$ cat config.mk
export PLATFORM = sky130hd
export DESIGN_NAME = rvh_mmu_ptw_mshr_flat
export DESIGN_NICKNAME = d
export VERILOG_FILES = /design/src/rtl/rvh_mmu_ptw_mshr_if.sv /design/src/rtl/rvh_mmu_ptw_mshr.sv /design/src/flat_wrapper.sv
export SDC_FILE = /design/constraint.sdc
export NUM_CORES = 1
export LEC_CHECK = 0
export BUFFER_PORTS_ARGS = -buffer_cell sky130_fd_sc_hd__buf_4
export CAP_MARGIN = 5
export CORE_MARGIN = 2
export CORE_UTILIZATION = 45
export DETAILED_ROUTE_END_ITERATION = 8
export PLACE_DENSITY_LB_ADDON = 0.25
export SETUP_SLACK_MARGIN = 0.15
export SYNTH_ARGS = -nofsm -noshare
export SYNTH_HDL_FRONTEND = slang
export SYNTH_SLANG_ARGS = --single-unit
$ cat constraint.sdc
create_clock -name clk -period 8 [get_ports clk]
set_input_delay 0.8 -clock clk [delete_from_list [all_inputs] [get_ports clk]]
set_output_delay 0.8 -clock clk [all_outputs]
set_load 0.01 [all_outputs]
$ cat src/rtl/rvh_mmu_ptw_mshr_if.sv
// rvh_mmu_ptw_mshr_if: handshake bundle between the TLB miss ports, the MSHR
// and the page-table walker.
//   tlb_miss_req_*  : per-port miss requests (flattened, port i at slice i)
//   ptw_req_*       : walk request toward the PTW
//   ptw_resp_*      : walk completion from the PTW
//   tlb_resp_*      : wake-up broadcast back to the TLB ports
//   flush_i         : sfence-style cancel of all outstanding misses
//   exist_inflight_req_o : any request present or any entry busy
// Modport master is the environment (TLB + PTW side); slave is the MSHR.
interface rvh_mmu_ptw_mshr_if #(
    parameter int unsigned ALLOC_WIDTH    = 2,
    parameter int unsigned VPN_WIDTH      = 27,
    parameter int unsigned ASID_WIDTH     = 16,
    parameter int unsigned TRANS_ID_WIDTH = 3
);
    logic [ALLOC_WIDTH-1:0]            tlb_miss_req_vld_i;
    logic [2*ALLOC_WIDTH-1:0]          tlb_miss_req_access_type_i;
    logic [ASID_WIDTH*ALLOC_WIDTH-1:0] tlb_miss_req_asid_i;
    logic [VPN_WIDTH*ALLOC_WIDTH-1:0]  tlb_miss_req_vpn_i;
    logic [ALLOC_WIDTH-1:0]            tlb_miss_req_rdy_o;

    logic                              ptw_req_vld_o;
    logic [TRANS_ID_WIDTH-1:0]         ptw_req_trans_id_o;
    logic [ASID_WIDTH-1:0]             ptw_req_asid_o;
    logic [VPN_WIDTH-1:0]              ptw_req_vpn_o;
    logic [1:0]                        ptw_req_access_type_o;
    logic                              ptw_req_rdy_i;

    logic                              ptw_resp_vld_i;
    logic [TRANS_ID_WIDTH-1:0]         ptw_resp_trans_id_i;

    logic                              tlb_resp_vld_o;
    logic [ALLOC_WIDTH-1:0]            tlb_resp_req_mask_o;
    logic [ASID_WIDTH-1:0]             tlb_resp_asid_o;
    logic [VPN_WIDTH-1:0]              tlb_resp_vpn_o;

    logic                              flush_i;
    logic                              exist_inflight_req_o;

    modport master (
        output tlb_miss_req_vld_i, tlb_miss_req_access_type_i,
               tlb_miss_req_asid_i, tlb_miss_req_vpn_i,
               ptw_req_rdy_i, ptw_resp_vld_i, ptw_resp_trans_id_i, flush_i,
        input  tlb_miss_req_rdy_o, ptw_req_vld_o, ptw_req_trans_id_o,
               ptw_req_asid_o, ptw_req_vpn_o, ptw_req_access_type_o,
               tlb_resp_vld_o, tlb_resp_req_mask_o, tlb_resp_asid_o,
               tlb_resp_vpn_o, exist_inflight_req_o
    );

    modport slave (
        input  tlb_miss_req_vld_i, tlb_miss_req_access_type_i,
               tlb_miss_req_asid_i, tlb_miss_req_vpn_i,
               ptw_req_rdy_i, ptw_resp_vld_i, ptw_resp_trans_id_i, flush_i,
        output tlb_miss_req_rdy_o, ptw_req_vld_o, ptw_req_trans_id_o,
               ptw_req_asid_o, ptw_req_vpn_o, ptw_req_access_type_o,
               tlb_resp_vld_o, tlb_resp_req_mask_o, tlb_resp_asid_o,
               tlb_resp_vpn_o, exist_inflight_req_o
    );
endinterface

$ cat src/rtl/rvh_mmu_ptw_mshr.sv
// rvh_mmu_ptw_mshr: miss-status holding registers between the TLB miss ports
// and the page-table walker. Tracks up to ENTRY_COUNT walks, merges secondary
// misses on {asid, vpn}, broadcasts each completion with a requester mask and
// supports flush (WAIT entries dropped, INFLIGHT entries marked killed).
// Ports: clk, rstn (synchronous, active-low), bus (rvh_mmu_ptw_mshr_if.slave).
module rvh_mmu_ptw_mshr #(
    parameter int unsigned ALLOC_WIDTH    = 2,
    parameter int unsigned ENTRY_COUNT    = 4,
    parameter int unsigned VPN_WIDTH      = 27,
    parameter int unsigned ASID_WIDTH     = 16,
    parameter int unsigned TRANS_ID_WIDTH = 3
) (
    input  logic                  clk,
    input  logic                  rstn,
    rvh_mmu_ptw_mshr_if.slave     bus
);
    localparam int unsigned EIW = (ENTRY_COUNT > 1) ? $clog2(ENTRY_COUNT) : 1;
    localparam int unsigned PIW = (ALLOC_WIDTH > 1) ? $clog2(ALLOC_WIDTH) : 1;

    typedef enum logic [1:0] {
        E_FREE     = 2'd0,
        E_WAIT     = 2'd1,
        E_INFLIGHT = 2'd2
    } ent_state_e;

    ent_state_e             state_q  [ENTRY_COUNT];
    logic                   killed_q [ENTRY_COUNT];
    logic [ASID_WIDTH-1:0]  asid_q   [ENTRY_COUNT];
    logic [VPN_WIDTH-1:0]   vpn_q    [ENTRY_COUNT];
    logic [1:0]             at_q     [ENTRY_COUNT];
    logic [ALLOC_WIDTH-1:0] mask_q   [ENTRY_COUNT];

    logic [ASID_WIDTH-1:0]  p_asid    [ALLOC_WIDTH];
    logic [VPN_WIDTH-1:0]   p_vpn     [ALLOC_WIDTH];
    logic [1:0]             p_at      [ALLOC_WIDTH];
    logic [ENTRY_COUNT-1:0] match_vec [ALLOC_WIDTH];
    logic [ALLOC_WIDTH-1:0] port_match;
    logic [ALLOC_WIDTH-1:0] merge_bits [ENTRY_COUNT];
    logic [ALLOC_WIDTH-1:0] rdy;

    logic           resp_hit;
    logic [EIW-1:0] resp_idx;
    logic           free_found;
    logic [EIW-1:0] free_idx;
    logic           wait_found;
    logic [EIW-1:0] wait_idx;
    logic           alloc_found;
    logic [PIW-1:0] alloc_port;
    logic           alloc_en;
    logic           ptw_fire;
    logic           any_busy;

    // Match, allocation, issue and response decode from registered state.
    always_comb begin
        resp_idx = bus.ptw_resp_trans_id_i[EIW-1:0];
        resp_hit = bus.ptw_resp_vld_i
                && (32'(bus.ptw_resp_trans_id_i) < ENTRY_COUNT)
                && (state_q[resp_idx] == E_INFLIGHT);

        free_found = 1'b0;
        free_idx   = '0;
        wait_found = 1'b0;
        wait_idx   = '0;
        any_busy   = 1'b0;
        // Descending scan so the lowest index wins.
        for (int e = ENTRY_COUNT - 1; e >= 0; e--) begin
            if (state_q[e] == E_FREE) begin
                free_found = 1'b1;
                free_idx   = EIW'(e);
            end else begin
                any_busy = 1'b1;
            end
            if (state_q[e] == E_WAIT) begin
                wait_found = 1'b1;
                wait_idx   = EIW'(e);
            end
        end

        for (int i = 0; i < ALLOC_WIDTH; i++) begin
            p_asid[i]    = bus.tlb_miss_req_asid_i[i*ASID_WIDTH +: ASID_WIDTH];
            p_vpn[i]     = bus.tlb_miss_req_vpn_i[i*VPN_WIDTH +: VPN_WIDTH];
            p_at[i]      = bus.tlb_miss_req_access_type_i[i*2 +: 2];
            match_vec[i] = '0;
            for (int e = 0; e < ENTRY_COUNT; e++) begin
                match_vec[i][e] = (state_q[e] != E_FREE) && !killed_q[e]
                               && (asid_q[e] == p_asid[i]) && (vpn_q[e] == p_vpn[i]);
            end
            port_match[i] = |match_vec[i];
        end

        alloc_found = 1'b0;
        alloc_port  = '0;
        for (int i = ALLOC_WIDTH - 1; i >= 0; i--) begin
            if (bus.tlb_miss_req_vld_i[i] && !port_match[i]) begin
                alloc_found = 1'b1;
                alloc_port  = PIW'(i);
            end
        end
        alloc_en = alloc_found && free_found && !bus.flush_i;

        // Same-key losers of allocation simply stall: only alloc_port is granted.
        for (int i = 0; i < ALLOC_WIDTH; i++) begin
            rdy[i] = 1'b0;
            if (!bus.flush_i && bus.tlb_miss_req_vld_i[i]) begin
                if (port_match[i]) begin
                    rdy[i] = !(resp_hit && match_vec[i][resp_idx]);
                end else if (alloc_en && (alloc_port == PIW'(i))) begin
                    rdy[i] = 1'b1;
                end
            end
        end

        for (int e = 0; e < ENTRY_COUNT; e++) begin
            merge_bits[e] = '0;
            for (int i = 0; i < ALLOC_WIDTH; i++) begin
                merge_bits[e][i] = rdy[i] && match_vec[i][e];
            end
        end

        bus.tlb_miss_req_rdy_o    = rdy;
        bus.ptw_req_vld_o         = wait_found && !bus.flush_i;
        bus.ptw_req_trans_id_o    = TRANS_ID_WIDTH'(wait_idx);
        bus.ptw_req_asid_o        = asid_q[wait_idx];
        bus.ptw_req_vpn_o         = vpn_q[wait_idx];
        bus.ptw_req_access_type_o = at_q[wait_idx];
        ptw_fire                  = bus.ptw_req_vld_o && bus.ptw_req_rdy_i;

        bus.tlb_resp_vld_o      = resp_hit;
        bus.tlb_resp_req_mask_o = (resp_hit && !killed_q[resp_idx]) ? mask_q[resp_idx] : '0;
        bus.tlb_resp_asid_o     = resp_hit ? asid_q[resp_idx] : '0;
        bus.tlb_resp_vpn_o      = resp_hit ? vpn_q[resp_idx] : '0;

        bus.exist_inflight_req_o = (|bus.tlb_miss_req_vld_i) || any_busy;
    end

    // Per-entry state machine; a response frees an entry even during flush.
    always_ff @(posedge clk) begin
        if (!rstn) begin
            for (int e = 0; e < ENTRY_COUNT; e++) begin
                state_q[e]  <= E_FREE;
                killed_q[e] <= 1'b0;
                asid_q[e]   <= '0;
                vpn_q[e]    <= '0;
                at_q[e]     <= '0;
                mask_q[e]   <= '0;
            end
        end else begin
            for (int e = 0; e < ENTRY_COUNT; e++) begin
                mask_q[e] <= mask_q[e] | merge_bits[e];
                case (state_q[e])
                    E_FREE: begin
                        if (alloc_en && (free_idx == EIW'(e))) begin
                            state_q[e]  <= E_WAIT;
                            killed_q[e] <= 1'b0;
                            asid_q[e]   <= p_asid[alloc_port];
                            vpn_q[e]    <= p_vpn[alloc_port];
                            at_q[e]     <= p_at[alloc_port];
                            mask_q[e]   <= ALLOC_WIDTH'(1) << alloc_port;
                        end
                    end
                    E_WAIT: begin
                        if (bus.flush_i) begin
                            state_q[e] <= E_FREE;
                        end else if (ptw_fire && (wait_idx == EIW'(e))) begin
                            state_q[e] <= E_INFLIGHT;
                        end
                    end
                    E_INFLIGHT: begin
                        if (resp_hit && (resp_idx == EIW'(e))) begin
                            state_q[e]  <= E_FREE;
                            killed_q[e] <= 1'b0;
                        end else if (bus.flush_i) begin
                            killed_q[e] <= 1'b1;
                        end
                    end
                    default: state_q[e] <= E_FREE;
                endcase
            end
        end
    end
endmodule
$ cat src/flat_wrapper.sv
// flat-port wrapper written by rule: the top's interface ports become plain ports
module rvh_mmu_ptw_mshr_flat 
#(
    parameter int unsigned ALLOC_WIDTH    = 2,
    parameter int unsigned ENTRY_COUNT    = 4,
    parameter int unsigned VPN_WIDTH      = 27,
    parameter int unsigned ASID_WIDTH     = 16,
    parameter int unsigned TRANS_ID_WIDTH = 3
)
  (clk, rstn, bus_tlb_miss_req_vld_i, bus_tlb_miss_req_access_type_i, bus_tlb_miss_req_asid_i, bus_tlb_miss_req_vpn_i, bus_ptw_req_rdy_i, bus_ptw_resp_vld_i, bus_ptw_resp_trans_id_i, bus_flush_i, bus_tlb_miss_req_rdy_o, bus_ptw_req_vld_o, bus_ptw_req_trans_id_o, bus_ptw_req_asid_o, bus_ptw_req_vpn_o, bus_ptw_req_access_type_o, bus_tlb_resp_vld_o, bus_tlb_resp_req_mask_o, bus_tlb_resp_asid_o, bus_tlb_resp_vpn_o, bus_exist_inflight_req_o);
  rvh_mmu_ptw_mshr_if #(.ALLOC_WIDTH(ALLOC_WIDTH), .VPN_WIDTH(VPN_WIDTH), .ASID_WIDTH(ASID_WIDTH), .TRANS_ID_WIDTH(TRANS_ID_WIDTH)) bus_i ();
  input  logic clk;
  input  logic rstn;
  input wire logic [$bits(bus_i.tlb_miss_req_vld_i)-1:0] bus_tlb_miss_req_vld_i;
  input wire logic [$bits(bus_i.tlb_miss_req_access_type_i)-1:0] bus_tlb_miss_req_access_type_i;
  input wire logic [$bits(bus_i.tlb_miss_req_asid_i)-1:0] bus_tlb_miss_req_asid_i;
  input wire logic [$bits(bus_i.tlb_miss_req_vpn_i)-1:0] bus_tlb_miss_req_vpn_i;
  input wire logic [$bits(bus_i.ptw_req_rdy_i)-1:0] bus_ptw_req_rdy_i;
  input wire logic [$bits(bus_i.ptw_resp_vld_i)-1:0] bus_ptw_resp_vld_i;
  input wire logic [$bits(bus_i.ptw_resp_trans_id_i)-1:0] bus_ptw_resp_trans_id_i;
  input wire logic [$bits(bus_i.flush_i)-1:0] bus_flush_i;
  output wire logic [$bits(bus_i.tlb_miss_req_rdy_o)-1:0] bus_tlb_miss_req_rdy_o;
  output wire logic [$bits(bus_i.ptw_req_vld_o)-1:0] bus_ptw_req_vld_o;
  output wire logic [$bits(bus_i.ptw_req_trans_id_o)-1:0] bus_ptw_req_trans_id_o;
  output wire logic [$bits(bus_i.ptw_req_asid_o)-1:0] bus_ptw_req_asid_o;
  output wire logic [$bits(bus_i.ptw_req_vpn_o)-1:0] bus_ptw_req_vpn_o;
  output wire logic [$bits(bus_i.ptw_req_access_type_o)-1:0] bus_ptw_req_access_type_o;
  output wire logic [$bits(bus_i.tlb_resp_vld_o)-1:0] bus_tlb_resp_vld_o;
  output wire logic [$bits(bus_i.tlb_resp_req_mask_o)-1:0] bus_tlb_resp_req_mask_o;
  output wire logic [$bits(bus_i.tlb_resp_asid_o)-1:0] bus_tlb_resp_asid_o;
  output wire logic [$bits(bus_i.tlb_resp_vpn_o)-1:0] bus_tlb_resp_vpn_o;
  output wire logic [$bits(bus_i.exist_inflight_req_o)-1:0] bus_exist_inflight_req_o;
  assign bus_i.tlb_miss_req_vld_i = bus_tlb_miss_req_vld_i;
  assign bus_i.tlb_miss_req_access_type_i = bus_tlb_miss_req_access_type_i;
  assign bus_i.tlb_miss_req_asid_i = bus_tlb_miss_req_asid_i;
  assign bus_i.tlb_miss_req_vpn_i = bus_tlb_miss_req_vpn_i;
  assign bus_i.ptw_req_rdy_i = bus_ptw_req_rdy_i;
  assign bus_i.ptw_resp_vld_i = bus_ptw_resp_vld_i;
  assign bus_i.ptw_resp_trans_id_i = bus_ptw_resp_trans_id_i;
  assign bus_i.flush_i = bus_flush_i;
  assign bus_tlb_miss_req_rdy_o = bus_i.tlb_miss_req_rdy_o;
  assign bus_ptw_req_vld_o = bus_i.ptw_req_vld_o;
  assign bus_ptw_req_trans_id_o = bus_i.ptw_req_trans_id_o;
  assign bus_ptw_req_asid_o = bus_i.ptw_req_asid_o;
  assign bus_ptw_req_vpn_o = bus_i.ptw_req_vpn_o;
  assign bus_ptw_req_access_type_o = bus_i.ptw_req_access_type_o;
  assign bus_tlb_resp_vld_o = bus_i.tlb_resp_vld_o;
  assign bus_tlb_resp_req_mask_o = bus_i.tlb_resp_req_mask_o;
  assign bus_tlb_resp_asid_o = bus_i.tlb_resp_asid_o;
  assign bus_tlb_resp_vpn_o = bus_i.tlb_resp_vpn_o;
  assign bus_exist_inflight_req_o = bus_i.exist_inflight_req_o;
  rvh_mmu_ptw_mshr #(.ALLOC_WIDTH(ALLOC_WIDTH), .ENTRY_COUNT(ENTRY_COUNT), .VPN_WIDTH(VPN_WIDTH), .ASID_WIDTH(ASID_WIDTH), .TRANS_ID_WIDTH(TRANS_ID_WIDTH)) u_core (.clk(clk), .rstn(rstn), .bus(bus_i));
endmodule
==> flow_metrics.tcl, run 1 <==
set metrics [dict create \
    outcome "complete, no violations" \
    hold_path.startpoint "u_core.mask_q[3][1]$_DFF_P_" \
    critical_path_required_ps 7200 \
    holdPathStages 2 \
    postCtsHoldBufs 0 \
    drc 0 \
    rr_endpoint "u_core.killed_q[3]$_DFFE_PP_" \
    slew_viol_final 0 \
    syn_to_final_growth_pct 15.0 \
    worstRegToRegCells 9 \
    placement.io_buffers 196 \
    slew_headroom_pct 29.2 \
    cts_num_sinks 200 \
    timing.hold.worst.class "register to register" \
    clock_power_share_pct 28.3 \
    post_route_cells_drive_above_1_share_pct 20.4 \
    tightestPinTransition_ps 1060 \
    worst_setup_path_end_kind "output pin" \
    share_comb_of_total_power_pct 29.4 \
    cts-resized-gates 0 \
    detail_route.wirelength_um 62600 \
    globalRoute.totalOverflow 0 \
    floorplan.rows 66 \
    groute.usage.overall_pct 36.8 \
    avgViaCountPerCell 6.37 \
    tritoncts "done" \
    worstReg2RegStart "u_core.vpn_q[0][1]$_SDFFCE_PN0P_" \
    cts-buffers-inserted 17 \
    ctsRootBufferMaster "sky130_fd_sc_hd__clkbuf_16" \
    tns_ps 0 \
    design.final.nets 1649 \
    p_int_uw 2080 \
    clock_tree.buffer_depth 2 \
    power_density_mw_per_mm2 191 \
    finalCoreUtilization_pct 52.5 \
    power.switching_fraction_pct 36.0 \
    chipHeight_um 185 \
    core_region_area_mm2 0.0325 \
    grt_pass1_vias 12100 \
    cp_data_arrival_time_ps 3860 \
    syn_area_mm2 0.0148 \
    clk_latency_ps 480 \
    synth.avg_cell_area_um2 10.1 \
    path_class "primary input to output pin" \
    ctsHtreeMaxLevel 4 \
    primary_flip_flop_cell_chosen_by_synthesis_mapping "sky130_fd_sc_hd__edfxtp_1" \
    holdPathEnd "u_core.mask_q[3][1]$_DFF_P_" \
    static-leakage-power_uw 0.00620 \
    grt_first_pass_wirelength_um 87900 \
    post-route-period-util_pct 58.2 \
    yosysSeqAreaShare_pct 40.2 \
    route.detailed.wl_per_inst_um 31.2 \
    setup_viol 0 \
    floorplan.die.width_um 185 \
    grt_max_degree 59 \
    period_needed_ps 4660 \
    fillerInstances 2943 \
    number_of_enable_type_register_cells_in_the_synthesized_netlist 195 \
    initial_core_util_pct 45.6 \
    design.portCount 198 \
    post_synth_num_cell_types 60 \
    dr_total_vias 12800 \
    dieArea_mm2 0.0344 \
    ir_worst_vdd_mv 0.151 \
    reg2reg_setup_slack_ps 3730 \
    yosysWarningCount 0 \
    drtAntennaViolNets 0 \
    path_clk_slew_ps 80 \
    final.setup_skew_ps 13.2 \
    place_hpwl_um 49100 \
    asyncSetResetFlopFracSynth_pct 0 \
    dr.pass1.iters 6 \
    ys_ff_latch 200 \
    postSynthCellCount 1461 \
    timing.critical_path.from_type "primary input" \
    crit_path_max_fanout 58 \
    postCtsSetupBuffers 0 \
    seq_power_share_pct 42.3 \
    drt_iter0_markers 2059 \
    final-hold-violation-count 0 \
    drv.max_cap_violation_count 0 \
    globalplace.congestion 1.12 \
    power.switching_uw 1170 \
    rsz0062_at_grt "false" \
    footprint_of_the_multi_input_gates_mm2 0.00826 \
    regArea_mm2 0.00596 \
    clock.fmax_mhz 215 \
    antenna_violations_before_repair 2 \
]
-- stage by stage --
stage               worst slack (ps)  cells  power [µW]  area, µm²  hold slack (ps)
floorplan                       1790   1466        1890      14800              441
global placement                3360   1972        2320      16400              475
detailed placement              3290   1972        2330      16400              488
CTS                             3280   2004        3230      17000              499
global route                    3110   2005        3330      17000              526
finish                          3340   2005        3250      17000              497
-- cells in the mapped netlist, types with 6 or more instances --
cell,n,share of area [%]
sky130_fd_sc_hd__buf_2,26,0.88
sky130_fd_sc_hd__nor3_1,20,0.68
sky130_fd_sc_hd__xor2_1,131,7.7
sky130_fd_sc_hd__nor4_1,68,2.9
sky130_fd_sc_hd__buf_6,7,0.53
sky130_fd_sc_hd__o211ai_1,6,0.30
sky130_fd_sc_hd__a222oi_1,45,3.0
sky130_fd_sc_hd__nand3_1,16,0.54
sky130_fd_sc_hd__nand4_1,84,3.5
sky130_fd_sc_hd__xnor2_1,213,13
sky130_fd_sc_hd__nor2_1,200,5.1
sky130_fd_sc_hd__nor2b_1,49,2.1
sky130_fd_sc_hd__mux2i_1,46,3.1
sky130_fd_sc_hd__mux4_2,46,7.0
sky130_fd_sc_hd__a21oi_1,7,0.24
sky130_fd_sc_hd__edfxtp_1,195,40
sky130_fd_sc_hd__nand2b_1,7,0.30
sky130_fd_sc_hd__clkbuf_1,106,2.7
sky130_fd_sc_hd__inv_1,12,0.30
sky130_fd_sc_hd__nand2_1,100,2.5
sky130_fd_sc_hd__buf_1,7,0.18
-- placed cells by master (no fill, tap or decap), types with 7 or more instances in the layout --
cell	count
sky130_fd_sc_hd__nand2b_1	7
sky130_fd_sc_hd__edfxtp_1	195
sky130_fd_sc_hd__buf_4	214
sky130_fd_sc_hd__nand4_1	84
sky130_fd_sc_hd__nand2_1	100
sky130_fd_sc_hd__nor2b_1	49
sky130_fd_sc_hd__xor2_1	131
sky130_fd_sc_hd__nand3_1	12
sky130_fd_sc_hd__inv_1	12
sky130_fd_sc_hd__nor3_1	19
sky130_fd_sc_hd__mux2i_1	46
sky130_fd_sc_hd__nor4_1	68
sky130_fd_sc_hd__a21oi_1	7
sky130_fd_sc_hd__mux4_2	46
sky130_fd_sc_hd__conb_1	7
sky130_fd_sc_hd__xnor2_1	213
sky130_fd_sc_hd__a222oi_1	45
sky130_fd_sc_hd__nor2_1	197
sky130_fd_sc_hd__clkbuf_16	17
-- power groups by stage --
stage	clock (µW)	sequential, µW	combinational, µW
after floorplan	0	1350	545
after global placement	0	1390	936
after detailed placement	0	1390	934
after CTS	922	1370	939
after global routing	956	1380	994
final	921	1380	958
-- logic make-up (layout without fill, tap and decap cells) --
logic type      count (synthesis)  after routing  synth area share (%)
compound gates                 89             89                  5.32
xor+xnor                      344            344                  20.3
buf+inv                       162            258                  4.77
flops                         200            200                  40.2
mux                            93             93                  10.2
other cells                     2              8                0.0507
simple gates                  571            571                  19.1
-- area by class of cell --
cell class / instances / area share [%]
clock buffer: 17 / 2.50
multi-input combinational: 1104 / 48.5
sequential: 200 / 35.0
tap: 442 / 3.25
timing repair buffer: 214 / 9.43
clock inverter: 15 / 1.10
antenna: 1 / 0.0147
inverter: 12 / 0.264
-- how the worst max path moves through the flow --
stage	start	endpoint	slack (ps)
6_report	bus_ptw_resp_trans_id_i[1]	bus_tlb_miss_req_rdy_o[1]	3340
5_1_grt	bus_ptw_resp_trans_id_i[0]	bus_tlb_miss_req_rdy_o[1]	3110
4_1_cts	bus_ptw_resp_trans_id_i[0]	bus_tlb_miss_req_rdy_o[1]	3280
3_5_place_dp	bus_ptw_resp_trans_id_i[0]	bus_tlb_miss_req_rdy_o[1]	3290
3_3_place_gp	bus_ptw_resp_trans_id_i[0]	bus_tlb_miss_req_rdy_o[1]	3360
2_1_floorplan	bus_tlb_miss_req_asid_i[29]	u_core.state_q[0][0]$_SDFFCE_PP0P_	1790
-- worst max-delay path, stage by stage --
cell and delay, ps:
sky130_fd_sc_hd__buf_4 660, sky130_fd_sc_hd__mux2i_1 280, sky130_fd_sc_hd__a211o_2 810, sky130_fd_sc_hd__inv_1 180, sky130_fd_sc_hd__and2_1 290, sky130_fd_sc_hd__a211oi_1 480
sky130_fd_sc_hd__or2_2 210, sky130_fd_sc_hd__buf_4 110
-- per-layer routing --
layer / wire length [µm] / up-vias / GRT usage (%)
met5: 12 / - / 0
met3: 6690 / 103 / 6.35
met2: 29200 / 915 / 59.3
met4: 2080 / 2 / 12.8
met1: 24600 / 6321 / 50.1
li1: - / 5430 / -
-- state kept, by name, summed over array words and instances, names as in the netlist --
signal,count
u_core.state_q,8
u_core.mask_q,8
u_core.at_q,8
u_core.vpn_q,108
u_core.killed_q,4
u_core.asid_q,64
Note: power is estimated with default switching activity, not from simulation.
==> run 2: changes to the inputs <==
==> constraint.sdc (replaced) <==
create_clock -name clk -period 4.2 [get_ports clk]
set_input_delay 0.42 -clock clk [delete_from_list [all_inputs] [get_ports clk]]
set_output_delay 0.42 -clock clk [all_outputs]
set_load 0.01 [all_outputs]
==> flow_metrics.tcl, run 2 (same netlist as run 1, synthesis figures left out) <==
set metrics [dict create \
    outcome "complete, no violations" \
    design.final.nets 1680 \
    critical_path_required_ps 3780 \
    largest_register_ff_count 108 \
    dr.pass1.iters 8 \
    largest-register "u_core.vpn_q" \
    dr_total_vias 12900 \
    power_density_mw_per_mm2 360 \
    post_route_cells_drive_above_1_share_pct 21.9 \
    clock_power_share_pct 27.5 \
    path_class "register to output pin" \
    cp_data_arrival_time_ps 3640 \
    clock.fmax_mhz 246 \
    drv.max_cap_violation_count 0 \
    slew_headroom_pct 46.0 \
    ir_worst_vdd_mv 0.273 \
    reg2reg_setup_slack_ps 400 \
    footprint_of_the_multi_input_gates_mm2 0.00826 \
    postLayoutCellArea_mm2 0.0174 \
    p_int_uw 3950 \
    chipHeight_um 185 \
    share_comb_of_total_power_pct 30.7 \
    biggestRegsByFlops "u_core.vpn_q: 108 flops, u_core.asid_q: 64 flops" \
    floorplan.rows 66 \
    grt_max_degree 48 \
    core_region_area_mm2 0.0325 \
    power.switching_uw 2310 \
    initial_core_util_pct 45.6 \
    static-leakage-power_uw 0.00639 \
    layout_commonest_cell "sky130_fd_sc_hd__buf_4" \
    globalRoute.totalOverflow 0 \
    ctsHtreeMaxLevel 4 \
    groute.usage.overall_pct 39.5 \
    final.setup_skew_ps 14.3 \
    placement.io_buffers 196 \
    cts-buffers-inserted 17 \
    place_hpwl_um 52200 \
    ctsRootBufferMaster "sky130_fd_sc_hd__clkbuf_16" \
    detail_route.wirelength_um 67100 \
    clk_latency_ps 480 \
    path_clk_slew_ps 80 \
    cts_num_sinks 200 \
    floorplan.die.width_um 185 \
    rsz0062_at_grt "false" \
    worst_setup_path_end_kind "output pin" \
    seq_power_share_pct 41.8 \
    post-route-period-util_pct 96.6 \
    crit_path_max_fanout 5 \
    dieArea_mm2 0.0344 \
    power_uw 6260 \
    antenna_violations_before_repair 2 \
    timing.hold.worst.class "primary input to register" \
    drc 0 \
    slew_viol_final 0 \
    worstReg2RegStart "u_core.vpn_q[0][1]$_SDFFCE_PN0P_" \
    design.portCount 198 \
    tightestPinTransition_ps 799 \
    setup_viol 0 \
    globalplace.congestion 1.06 \
    regArea_mm2 0.00596 \
    most_frequent_cells_in_the_layout "236 x sky130_fd_sc_hd__buf_4, 213 x sky130_fd_sc_hd__xnor2_1, 197 x sky130_fd_sc_hd__nor2_1, 195 x sky130_fd_sc_hd__edfxtp_1, 131 x sky130_fd_sc_hd__xor2_1" \
    crit_start "u_core.vpn_q[0][1]$_SDFFCE_PN0P_" \
    power.switching_fraction_pct 36.9 \
    drt_iter0_markers 1878 \
    postCtsSetupBuffers 0 \
    drtAntennaViolNets 0 \
    route.detailed.wl_per_inst_um 33.0 \
    hold_path.startpoint "bus_tlb_miss_req_access_type_i[1]" \
    tns_ps 0 \
    grt_pass1_vias 12200 \
    period_needed_ps 4060 \
    avgViaCountPerCell 6.35 \
    tritoncts "done" \
    antenna_cells_inserted 0 \
    final-hold-violation-count 0 \
    clock_tree.buffer_depth 2 \
    cts-resized-gates 0 \
    postCtsHoldBufs 0 \
    syn_to_final_growth_pct 17.3 \
    grt_first_pass_wirelength_um 93300 \
    fillerInstances 2998 \
    timing.critical_path.from_type "register" \
    placed_area_mm2 0.0168 \
]
-- run 2: power by group through the flow --
stage	clock, µW	sequential [µW]	combinational, µW
floorplan	0	2560	1040
global placement	0	2640	1880
detailed placement	0	2650	1870
CTS	1720	2600	1890
global route	1780	2630	1990
finish	1720	2610	1920
-- run 2: metrics by stage --
step	worst slack, ps	utilization [%]	std cells	hold slack [ps]
final	141	53.5	2035	357
after global routing	190	53.5	2035	378
after CTS	307	53.5	2035	342
after detailed placement	504	51.6	2003	468
after global placement	549	51.6	2003	466
after floorplan	-295	-	1466	441
-- run 2: worst paths after layout --
kind,to,cells after the start
setup / recovery,bus_tlb_miss_req_rdy_o[1],9
hold / removal,u_core.at_q[0][1]$_SDFFCE_PN0P_,3
setup reg to reg,u_core.vpn_q[1][18]$_SDFFCE_PN0P_,11
hold reg to reg,u_core.killed_q[1]$_DFF_P_,2
-- run 2: worst max-delay path, cell delays in order (launching register included) --
cell and delay [ps]:
sky130_fd_sc_hd__edfxtp_1 470, sky130_fd_sc_hd__xnor2_1 410, sky130_fd_sc_hd__nand4_1 420, sky130_fd_sc_hd__nor4_1 610
sky130_fd_sc_hd__nand4_1 190, sky130_fd_sc_hd__buf_4 200, sky130_fd_sc_hd__and4_4 200, sky130_fd_sc_hd__nor3_1 360
sky130_fd_sc_hd__or2_2 210, sky130_fd_sc_hd__buf_4 110
-- run 2: per-layer routing --
layer	share of wire [%]	wire, µm	global-route usage (%)	up-vias
met4	2.8	1870	11.7	2
met1	40	26900	53.6	6453
li1	-	-	-	5504
met2	48	31900	64.5	866
met5	0.019	13	0	-
met3	9.6	6450	7.04	102
-- run 2: final cells by class --
class / instances / share of cell area, %
multi-input combinational: 1104 / 47.5
sequential: 200 / 34.3
timing repair buffer: 245 / 11.2
tap: 442 / 3.19
clock buffer: 17 / 2.45
clock inverter: 15 / 1.01
inverter: 12 / 0.259
==> run 3: changes to the inputs <==
==> constraint.sdc (replaced) <==
create_clock -name clk -period 3.9 [get_ports clk]
set_input_delay 0.39 -clock clk [delete_from_list [all_inputs] [get_ports clk]]
set_output_delay 0.39 -clock clk [all_outputs]
set_load 0.01 [all_outputs]
==> flow_metrics.tcl, run 3 (same netlist as run 1, synthesis figures left out) <==
set metrics [dict create \
    largest_register_ff_count 108 \
    path_class "register to output pin" \
    worstRegToRegCells 11 \
    cts_num_sinks 200 \
    layout_commonest_cell "sky130_fd_sc_hd__buf_4" \
    critPathTopFamily "simple AND/OR/NAND/NOR gates" \
    critical_path_required_ps 3510 \
    period_needed_ps 3710 \
    dr_total_vias 13100 \
    post-route-period-util_pct 95.2 \
    grt_first_pass_wirelength_um 92700 \
    timing.hold.worst.class "primary input to register" \
    clock_tree.buffer_depth 2 \
    placement.io_buffers 196 \
    clock.fmax_mhz 269 \
    dr.pass1.iters 9 \
    chipHeight_um 185 \
    initial_core_util_pct 45.6 \
    footprint_of_the_multi_input_gates_mm2 0.00833 \
    ctsHtreeMaxLevel 4 \
    core_region_area_mm2 0.0325 \
    floorplan.rows 66 \
    static-leakage-power_uw 0.00661 \
    critPathMaxStageDelay_ps 520 \
    grt_pass1_vias 12600 \
    most_frequent_cells_in_the_layout "268 x sky130_fd_sc_hd__buf_4, 212 x sky130_fd_sc_hd__xnor2_1, 195 x sky130_fd_sc_hd__nor2_1, 195 x sky130_fd_sc_hd__edfxtp_1, 131 x sky130_fd_sc_hd__xor2_1" \
    tns_ps 0 \
    groute.usage.overall_pct 39.0 \
    grt_use_met1_pct 52.6 \
    route.detailed.wl_per_inst_um 31.9 \
    ctsRootBufferMaster "sky130_fd_sc_hd__clkbuf_16" \
    tritoncts "done" \
    biggestRegsByFlops "u_core.vpn_q: 108 flops, u_core.asid_q: 64 flops" \
    dieArea_mm2 0.0344 \
    tightestPinTransition_ps 744 \
    final-hold-violation-count 0 \
    grt_max_degree 46 \
    cpMaxStageDelayCell "sky130_fd_sc_hd__nor4_1" \
    drc 3 \
    regArea_mm2 0.00596 \
    avgViaCountPerCell 6.34 \
    ir_worst_vdd_mv 0.304 \
    postCtsHoldBufs 0 \
    cp_num_buf_inv 1 \
    fin_cells 2072 \
    groute.layer.met2.usage_pct 63.0 \
    cts-resized-gates 2 \
    design.portCount 198 \
    cts-buffers-inserted 17 \
    floorplan.die.width_um 185 \
    crit_path_max_fanout 5 \
    postCtsSetupBuffers 0 \
    detail_route.wirelength_um 66100 \
    timing.critical_path.from_type "register" \
    drv.max_cap_violation_count 0 \
    number_of_placed_cells_counting_well_taps 2040 \
    antenna_cells_inserted 0 \
    final.setup_skew_ps 11.1 \
    critical_path_cell_list "xnor2_1, nand4_1, nor4_1, and3_1, nor4_1, a211oi_1, or2_2, buf_4" \
    power_density_mw_per_mm2 379 \
    fillerInstances 2903 \
    grt_use_met3_pct 7.57 \
    final.setup.worst_slack_ps 189 \
    globalplace.congestion 1.11 \
    outcome "finished with violations" \
    setup_viol 0 \
    worst_setup_path_end_kind "output pin" \
    cp_data_arrival_time_ps 3320 \
    worst-path-stages 8 \
    place_hpwl_um 52200 \
    slew_viol_final 0 \
    drtAntennaViolNets 0 \
    largest-register "u_core.vpn_q" \
    drt_iter0_markers 1766 \
    design.final.nets 1717 \
    path_clk_slew_ps 70 \
    crit_top_cell "sky130_fd_sc_hd__nor4_1" \
    antenna_violations_before_repair 1 \
    slew_headroom_pct 50.4 \
    globalRoute.totalOverflow 0 \
    syn_to_final_growth_pct 19.8 \
    clk_latency_ps 480 \
    place_worst_setup_slack_ps 79.0 \
    holdPathStages 3 \
    failed_checks "design-rule violations" \
    rsz0062_at_grt "false" \
    grt_most_used_layer "met2" \
    post_route_cells_drive_above_1_share_pct 24.2 \
]
run 3: layout make-up:
type | count | share of cell area [%]
Multi-Input combinational cell | 1104 | 46.9
Sequential cell | 200 | 33.6
Timing Repair Buffer | 282 | 12.9
Tap cell | 442 | 3.12
Clock buffer | 17 | 2.40
Clock inverter | 15 | 0.797
Inverter | 12 | 0.254
run 3: metal layers:
metal / vias up / routed length (µm)
met5: - / 9
met4: 2 / 2120
met3: 115 / 6760
met2: 880 / 30900
met1: 6569 / 26400
li1: 5575 / -
run 3: worst paths after layout:
path / start / end / slack [ps]
hold / removal: bus_tlb_miss_req_access_type_i[1] / u_core.at_q[3][1]$_SDFFCE_PN0P_ / 320
hold reg to reg: u_core.killed_q[1]$_DFF_P_ / u_core.killed_q[1]$_DFF_P_ / 490
setup / recovery: u_core.vpn_q[2][21]$_SDFFCE_PN0P_ / bus_tlb_miss_req_rdy_o[1] / 190
setup reg to reg: u_core.vpn_q[0][23]$_SDFFCE_PN0P_ / u_core.vpn_q[2][13]$_SDFFCE_PN0P_ / 330
run 3: through the flow:
step	total power, µW	instance area [µm²]	hold WS (ps)	util [%]
3_3_place_gp	4920	17100	459	52.8
4_1_cts	6660	17700	301	54.6
6_report	6720	17700	316	54.7
2_1_floorplan	3920	15300	441	-
5_1_grt	6890	17700	339	54.7
3_5_place_dp	4930	17100	480	52.8
run 3: tightest hold or removal path: cells and delay by family:
family / cells / cell delay, ps
simple gates: 1 / 100
mux: 1 / 100
buf+inv: 1 / 80
run 3: power breakdown:
part           total [µW]  switching [µW]  internal, µW
combinational        2160            1320           833
sequential           2800             243          2550
clock                1770             926           845
total                6720            2490          4230
